<file path="config.mk">
export PLATFORM = sky130hd
export DESIGN_NAME = sampler_ctrl
export DESIGN_NICKNAME = d
export VERILOG_FILES = /design/src/rtl/sampler_ctrl.sv
export SDC_FILE = /design/constraint.sdc
export NUM_CORES = 1
export LEC_CHECK = 0
export BUFFER_PORTS_ARGS = -buffer_cell sky130_fd_sc_hd__buf_2
export CORE_MARGIN = 2
export CORE_UTILIZATION = 44
export DETAILED_ROUTE_END_ITERATION = 10
export PLACE_DENSITY_LB_ADDON = 0.05
export SYNTH_ARGS = -nofsm -noshare
export SYNTH_HDL_FRONTEND = slang
export SYNTH_SLANG_ARGS = --single-unit
</file>
<file path="constraint.sdc">
create_clock -name i_clock -period 2.42 [get_ports i_clock]
set_input_delay 0.121 -clock i_clock [delete_from_list [all_inputs] [get_ports i_clock]]
set_output_delay 0.121 -clock i_clock [all_outputs]
set_load 0.02 [all_outputs]
</file>
<file path="src/rtl/sampler_ctrl.sv">
// Command sequencer for the gated ADC sampler: decodes host commands, arms a capture
// and streams each captured word to the transmit path over a valid/ready handshake.
module sampler_ctrl #(
  parameter int DATA_SIZE    = 8,
  parameter int MEM_DEPTH    = 1024,
  parameter int ABORT_CYCLES = 4,
  parameter int TIMEOUT      = 65535,
  parameter int CNT_SIZE     = 16,
  localparam int WORDS_W     = $clog2(MEM_DEPTH) + 1
) (
  input  logic                 i_clock,
  input  logic                 i_reset,
  input  logic                 i_cmd_valid,
  input  logic [1:0]           i_cmd_code,
  input  logic [DATA_SIZE-1:0] i_cmd_arg,
  input  logic [DATA_SIZE-1:0] i_smp_data,
  input  logic                 i_smp_valid,
  input  logic                 i_smp_idle,
  input  logic                 i_tx_ready,
  output logic                 o_adc_init,
  output logic                 o_cmd_decim,
  output logic [DATA_SIZE-1:0] o_cmd_param,
  output logic                 o_sample,
  output logic                 o_next,
  output logic [DATA_SIZE-1:0] o_tx_data,
  output logic                 o_tx_valid,
  output logic                 o_busy,
  output logic                 o_cmd_err,
  output logic                 o_timeout,
  output logic [WORDS_W-1:0]   o_words,
  output logic [2:0]           dbg_state
);

  // Stream handshake: a word moves on every rising edge where o_tx_valid and i_tx_ready
  // are both high; o_tx_data stays stable while o_tx_valid waits for i_tx_ready.

  typedef enum logic [2:0] {
    S_IDLE, S_CFG, S_ARM, S_CAPTURE, S_XFER, S_NEXT, S_ABORT
  } state_t;

  localparam logic [1:0] CMD_SET   = 2'd1;
  localparam logic [1:0] CMD_ARM   = 2'd2;
  localparam logic [1:0] CMD_ABORT = 2'd3;
  localparam int AB_W = (ABORT_CYCLES > 1) ? $clog2(ABORT_CYCLES) : 1;

  state_t               state, state_d;
  logic [DATA_SIZE-1:0] decim_d, tx_data_d;
  logic [WORDS_W-1:0]   words_d;
  logic [CNT_SIZE-1:0]  to_cnt, to_cnt_d;
  logic [AB_W-1:0]      ab_cnt, ab_cnt_d;
  logic                 last_valid, rise, timeout_d, err_d;
  logic                 is_set, is_arm, is_abort;

  assign rise      = i_smp_valid & ~last_valid;
  assign is_set    = i_cmd_valid && (i_cmd_code == CMD_SET);
  assign is_arm    = i_cmd_valid && (i_cmd_code == CMD_ARM);
  assign is_abort  = i_cmd_valid && (i_cmd_code == CMD_ABORT);
  assign dbg_state = state;

  always_comb begin
    state_d   = state;
    decim_d   = o_cmd_param;
    tx_data_d = o_tx_data;
    words_d   = o_words;
    timeout_d = o_timeout;
    to_cnt_d  = to_cnt;
    ab_cnt_d  = ab_cnt;
    err_d     = (state != S_IDLE) && (is_set || is_arm);
    case (state)
      S_IDLE: begin
        if (is_set) begin
          if (i_cmd_arg != '0) begin
            decim_d = i_cmd_arg;
            state_d = S_CFG;
          end else begin
            err_d = 1'b1;
          end
        end else if (is_arm) begin
          if (i_smp_idle) begin
            words_d   = '0;
            timeout_d = 1'b0;
            state_d   = S_ARM;
          end else begin
            err_d = 1'b1;
          end
        end else if (is_abort) begin
          state_d = S_ABORT;
        end
      end
      S_CFG: state_d = S_IDLE;
      S_ARM: state_d = is_abort ? S_ABORT : S_CAPTURE;
      S_CAPTURE: begin
        if (is_abort) begin
          state_d = S_ABORT;
        end else if (rise) begin
          tx_data_d = i_smp_data;
          state_d   = S_XFER;
        end else if (i_smp_idle && (o_words != '0)) begin
          state_d = S_IDLE;
        end else if (to_cnt == CNT_SIZE'(TIMEOUT - 1)) begin
          // CAPTURE has now lasted TIMEOUT cycles without a fresh word
          timeout_d = 1'b1;
          state_d   = S_ABORT;
        end else begin
          to_cnt_d = to_cnt + CNT_SIZE'(1);
        end
      end
      S_XFER: begin
        if (i_tx_ready) begin
          if (o_words != WORDS_W'(MEM_DEPTH)) words_d = o_words + WORDS_W'(1);
          state_d = S_NEXT;
        end
        if (is_abort) state_d = S_ABORT;
      end
      S_NEXT: begin
        if (is_abort)                              state_d = S_ABORT;
        else if (o_words == WORDS_W'(MEM_DEPTH))   state_d = S_IDLE;
        else                                       state_d = S_CAPTURE;
      end
      S_ABORT: begin
        if (ab_cnt == AB_W'(ABORT_CYCLES - 1)) state_d = S_CFG;
        else                                   ab_cnt_d = ab_cnt + AB_W'(1);
      end
      default: state_d = S_IDLE;
    endcase
    if (state_d == S_CAPTURE && state != S_CAPTURE) to_cnt_d = '0;
    if (state_d == S_ABORT && state != S_ABORT)     ab_cnt_d = '0;
  end

  // Strobes are registered from the next state so each one lines up with its state.
  always_ff @(posedge i_clock) begin
    if (i_reset) begin
      state       <= S_IDLE;
      to_cnt      <= '0;
      ab_cnt      <= '0;
      last_valid  <= 1'b0;
      o_adc_init  <= 1'b1;
      o_cmd_decim <= 1'b0;
      o_cmd_param <= DATA_SIZE'(4);
      o_sample    <= 1'b0;
      o_next      <= 1'b0;
      o_tx_data   <= '0;
      o_tx_valid  <= 1'b0;
      o_busy      <= 1'b0;
      o_cmd_err   <= 1'b0;
      o_timeout   <= 1'b0;
      o_words     <= '0;
    end else begin
      state       <= state_d;
      to_cnt      <= to_cnt_d;
      ab_cnt      <= ab_cnt_d;
      last_valid  <= i_smp_valid;
      o_adc_init  <= (state_d != S_ABORT);
      o_cmd_decim <= (state_d == S_CFG);
      o_cmd_param <= decim_d;
      o_sample    <= (state_d == S_ARM);
      o_next      <= (state_d == S_NEXT);
      o_tx_data   <= tx_data_d;
      o_tx_valid  <= (state_d == S_XFER);
      o_busy      <= (state_d != S_IDLE);
      o_cmd_err   <= err_d;
      o_timeout   <= timeout_d;
      o_words     <= words_d;
    end
  end

endmodule

</file>
==> flow_results.org <==
** GRT
- All-layer global routing usage :: 17.8%
- Met3 usage :: 5.27%
- The total overflow left after global routing is 0.
- GR peak layer :: met2
- In the global route stage, met2 resource usage came out at 26.7%.
- Wire length of the first global-routing pass :: 9200 um
- Antenna violations before repair :: 0
- Vias in the first global route :: 2034
- Maximum number of pins on one net before global-route repair :: 25
- For this run, global-route usage on met1 was measured as 24.3%.

** Synthesis
- When the netlist entered floorplanning its net count stood at 328.
- Area share of the largest cell type after synthesis :: 42.9%
- Summed instance area of the synthesized netlist :: 2660 um2
- Post-Syn Instances :: 299
- Yosys mapped a number of flops with a built-in enable equal to 0.
- The netlist uses 44 different library cells.
- Synth Area per Inst :: 8.89 um2
- The most common cell in the synthesized netlist is sky130_fd_sc_hd__dfxtp_1.
- Synth area leaders :: sky130_fd_sc_hd__dfxtp_1, sky130_fd_sc_hd__nor2_1, sky130_fd_sc_hd__mux2i_1
- Syn. warnings :: 0
- sky130_fd_sc_hd__dfxtp_1 takes more of the synthesized area than any other cell.
- Share of synthesized flip-flops with an asynchronous set or reset :: 0%
- Top FF cell, synth :: sky130_fd_sc_hd__dfxtp_1
- Seq cells post-synth :: 57
- Leading cell types by count after synthesis :: sky130_fd_sc_hd__dfxtp_1, sky130_fd_sc_hd__nor2_1, sky130_fd_sc_hd__nor3_1
- Register area share after synthesis :: 42.9%

** Routing
- Number of vias in the routed layout :: 2267
- The detail route stage leaves a number of antenna-violating nets equal to 0.
- The pre-antenna-repair detailed-routing pass consisted of 4 iterations.
- After detailed routing, the number of remaining DRC violations is 0.
- Dividing the detail-routed via count by the number of cells gives 5.03.
- Final wirelength :: 5690 um
- Detailed-route wire length per cell :: 12.6 um
- Initial drt markers :: 93

** STA
- For the final routed database, the setup TNS stands at 0 ns.
- Fmax :: 442 MHz
- Final Hold Vio Count :: 0
- Unrepaired setup endpoints after global routing :: no
- Final number of setup-violating endpoints :: 0
- Headroom to the max-slew limit :: 68.3%
- At the pin with the least slew margin, the transition time is 0.474 ns.
- Layout Skew :: 0.00705 ns
- After layout, the minimum clock period comes to 2.26 ns.
- Of the available clock period, the critical path in the final layout requires 93.5%.
- The count of final max-slew check failures came to 0.

** Placed design
- Including well taps, the total number of placed cells is 435.
- The count of buffers added on input and output ports is 61.
- Half-perimeter wire length after detailed placement :: 4080 um
- At the end of routability-driven placement, the weighted congestion stood at 0.830.

** Critical path
- Along the worst path, the maximum fanout reaches 16.
- Slowest stage delay, CP :: 0.53 ns
- Worst reg2reg path startpoint :: o_words[0]
- Crit path kind :: reg2reg
- Data arrives at the worst endpoint at 2.52 ns.
- STA classifies the critical path startpoint as a flip-flop.
- Worst setup startpoint :: o_words[0]
- Cell with the biggest individual delay on the critical path :: sky130_fd_sc_hd__a2111o_4
- STA puts the critical path data required time at 2.68 ns.
- The worst setup path is captured at a flip-flop.
- The critical path goes through inv_1 > ha_1 > nor4b_4 > a31oi_2 > nor4_4 > a2111o_4 > a21o_4 > a211oi_2.

** Finish
- Compared with the post-synthesis result, the final layout area differs by 26.9%.
- The number of antenna diodes in the final layout is 0.
- In the final layout, the share of cells above drive strength 1 is 26.6%.
- For this run, the post-layout net count is 400.
- Final Instance Count excl. Fillers :: 451
- For this run, the share of the core covered by cells in the final layout is 57.3%.

** Clock network
- Number of hold buffers added after CTS :: 0
- TritonCTS clock tree :: built
- The tree built by TritonCTS fans out to 57 sinks.
- Buffers inserted by post-CTS timing repair :: 0
- At the later pin of the worst-skew pair, clock insertion delay measures 0.33 ns.
- Cell at the root of the clock tree :: sky130_fd_sc_hd__clkbuf_8
- The H-tree was split into 3 levels.
- The longest clock path from root to sink contains 2 buffers.
- CTS Buf Count :: 9
- Clock-pin slew was measured on the worst setup and hold paths at 0.06 ns.

** Floorplanning
- Floorplan die width :: 81.7 um
- In this run the core area contains 28 standard-cell rows.
- Effective utilization at floorplan :: 45.2%
- Core ar. :: 5890 um2
- 62 I/O pins were placed.
- DIE AREA :: 6680 um2
- From bottom edge to top edge, the die measures 81.7 um.

** Flow run
- Number of maximum-capacitance violations :: 0

** Power
- IR analysis of the VDD net gives a maximum drop of 417 uV.
- Power density over the cells :: 704 nW/um2
- Static Leak :: 1.43 nW

** Hold path
- The path class of the tightest hold or removal check is in2reg.
- The worst hold path begins at i_smp_data[6].

** Status
- Outcome :: finished, final reports clean
==> cell usage in the layout (no fill, tap or decap), types with 2 or more instances in the layout <==
| master | synthesis | layout |
|---|---|---|
| sky130_fd_sc_hd__xnor2_1 | 12 | 12 |
| sky130_fd_sc_hd__buf_2 | 2 | 61 |
| sky130_fd_sc_hd__nand4_1 | 9 | 9 |
| sky130_fd_sc_hd__nand2b_1 | 4 | 4 |
| sky130_fd_sc_hd__nor2_1 | 52 | 52 |
| sky130_fd_sc_hd__nor3_1 | 19 | 19 |
| sky130_fd_sc_hd__and2_1 | 2 | 2 |
| sky130_fd_sc_hd__nor3b_1 | 2 | 2 |
| sky130_fd_sc_hd__o21bai_1 | 2 | 2 |
| sky130_fd_sc_hd__nor2b_1 | 3 | 3 |
| sky130_fd_sc_hd__nand3b_1 | 2 | 2 |
| sky130_fd_sc_hd__o21ai_0 | 3 | 3 |
| sky130_fd_sc_hd__buf_4 | 1 | 12 |
| sky130_fd_sc_hd__a31oi_1 | 3 | 3 |
| sky130_fd_sc_hd__nor4_1 | 5 | 4 |
| sky130_fd_sc_hd__clkbuf_8 | 0 | 12 |
| sky130_fd_sc_hd__o31ai_1 | 2 | 2 |
| sky130_fd_sc_hd__a21oi_1 | 9 | 9 |
| sky130_fd_sc_hd__dfxtp_1 | 57 | 57 |
| sky130_fd_sc_hd__mux2i_1 | 18 | 18 |
| sky130_fd_sc_hd__and3_1 | 4 | 4 |
| sky130_fd_sc_hd__nand3_1 | 15 | 15 |
| sky130_fd_sc_hd__inv_1 | 12 | 12 |
| sky130_fd_sc_hd__ha_1 | 5 | 5 |
| sky130_fd_sc_hd__bufinv_16 | 0 | 3 |
| sky130_fd_sc_hd__nand2_1 | 16 | 16 |
| sky130_fd_sc_hd__nor4b_4 | 1 | 2 |
| sky130_fd_sc_hd__xor2_1 | 14 | 14 |
==> layer usage <==
layer	vias to the layer above	share of wire, %
li1	1184	-
met4	0	0.37
met5	-	0
met2	52	45
met3	2	4.5
met1	1029	50
==> metrics by stage <==
step	power (W)	cell area (um2)	hold WS, ns	setup slack (ns)
floorplan	0.00117	2660	0.193	0.0766
global placement	0.00125	3090	0.357	0.199
detailed placement	0.00125	3090	0.363	0.0932
CTS	0.00240	3350	0.00834	0.0868
global route	0.00248	3370	0.0347	0.0155
finish	0.00238	3370	0.0245	0.158
==> critical path: cells and delay by family, from the launching register on <==
kind | cells | cell delay, ns
buf+inv | 1 | 0.10
fa+ha+maj | 1 | 0.21
flops | 1 | 0.38
compound gates | 4 | 1.28
simple gates | 2 | 0.23
==> cell type report <==
class | count | area (um2)
Clock buffer | 12 | 165
Clock inverter | 4 | 97.6
Fill cell | 564 | 2510
Inverter | 12 | 45.0
Multi-Input combinational cell | 218 | 1440
Sequential cell | 57 | 1140
Tap cell | 75 | 93.8
Timing Repair Buffer | 73 | 395
==> what timing repair did <==
action                                  4_1_cts  5_1_grt
hold endpoints to repair                      0        0
endpoints found under the setup margin        0        5
gates resized for setup                       0        3
==> flip-flops by register name, summed over array words and instances, names as in the netlist <==
name         count
o_cmd_param      8
o_sample         1
o_cmd_err        1
o_words         11
last_valid       1
o_timeout        1
ab_cnt           2
o_cmd_decim      1
o_adc_init       1
o_next           1
o_tx_data        8
o_tx_valid       1
dbg_state        3
o_busy           1
to_cnt          16
==> power by group <==
| part | leakage (nW) | switching [W] | total (W) | internal, W |
|---|---|---|---|---|
| clock | 0.129 | 0.000371 | 0.00114 | 0.000768 |
| sequential | 0.461 | 0.0000247 | 0.000987 | 0.000962 |
| combinational | 0.835 | 0.000147 | 0.000251 | 0.000104 |
==> final timing paths <==
check	end	slack [ns]	depth (start not counted)
worst max-delay path	to_cnt[1]	0.16	8
worst min-delay path	o_tx_data[6]	0.02	3
worst max register to register	to_cnt[1]	0.16	8
worst min register to register	o_timeout	0.44	2
==> kinds of logic (layout without fill, tap and decap cells) <==
family,after synthesis,after routing,share of synthesized area (%)
fa+ha+maj,5,5,2.35
flops,57,57,42.9
compound gates,28,28,8.19
buf+inv,24,101,3.91
simple gates,141,141,27.3
mux,18,18,6.78
xor+xnor,26,26,8.56
No activity file was read; power rests on OpenSTA's default activity.
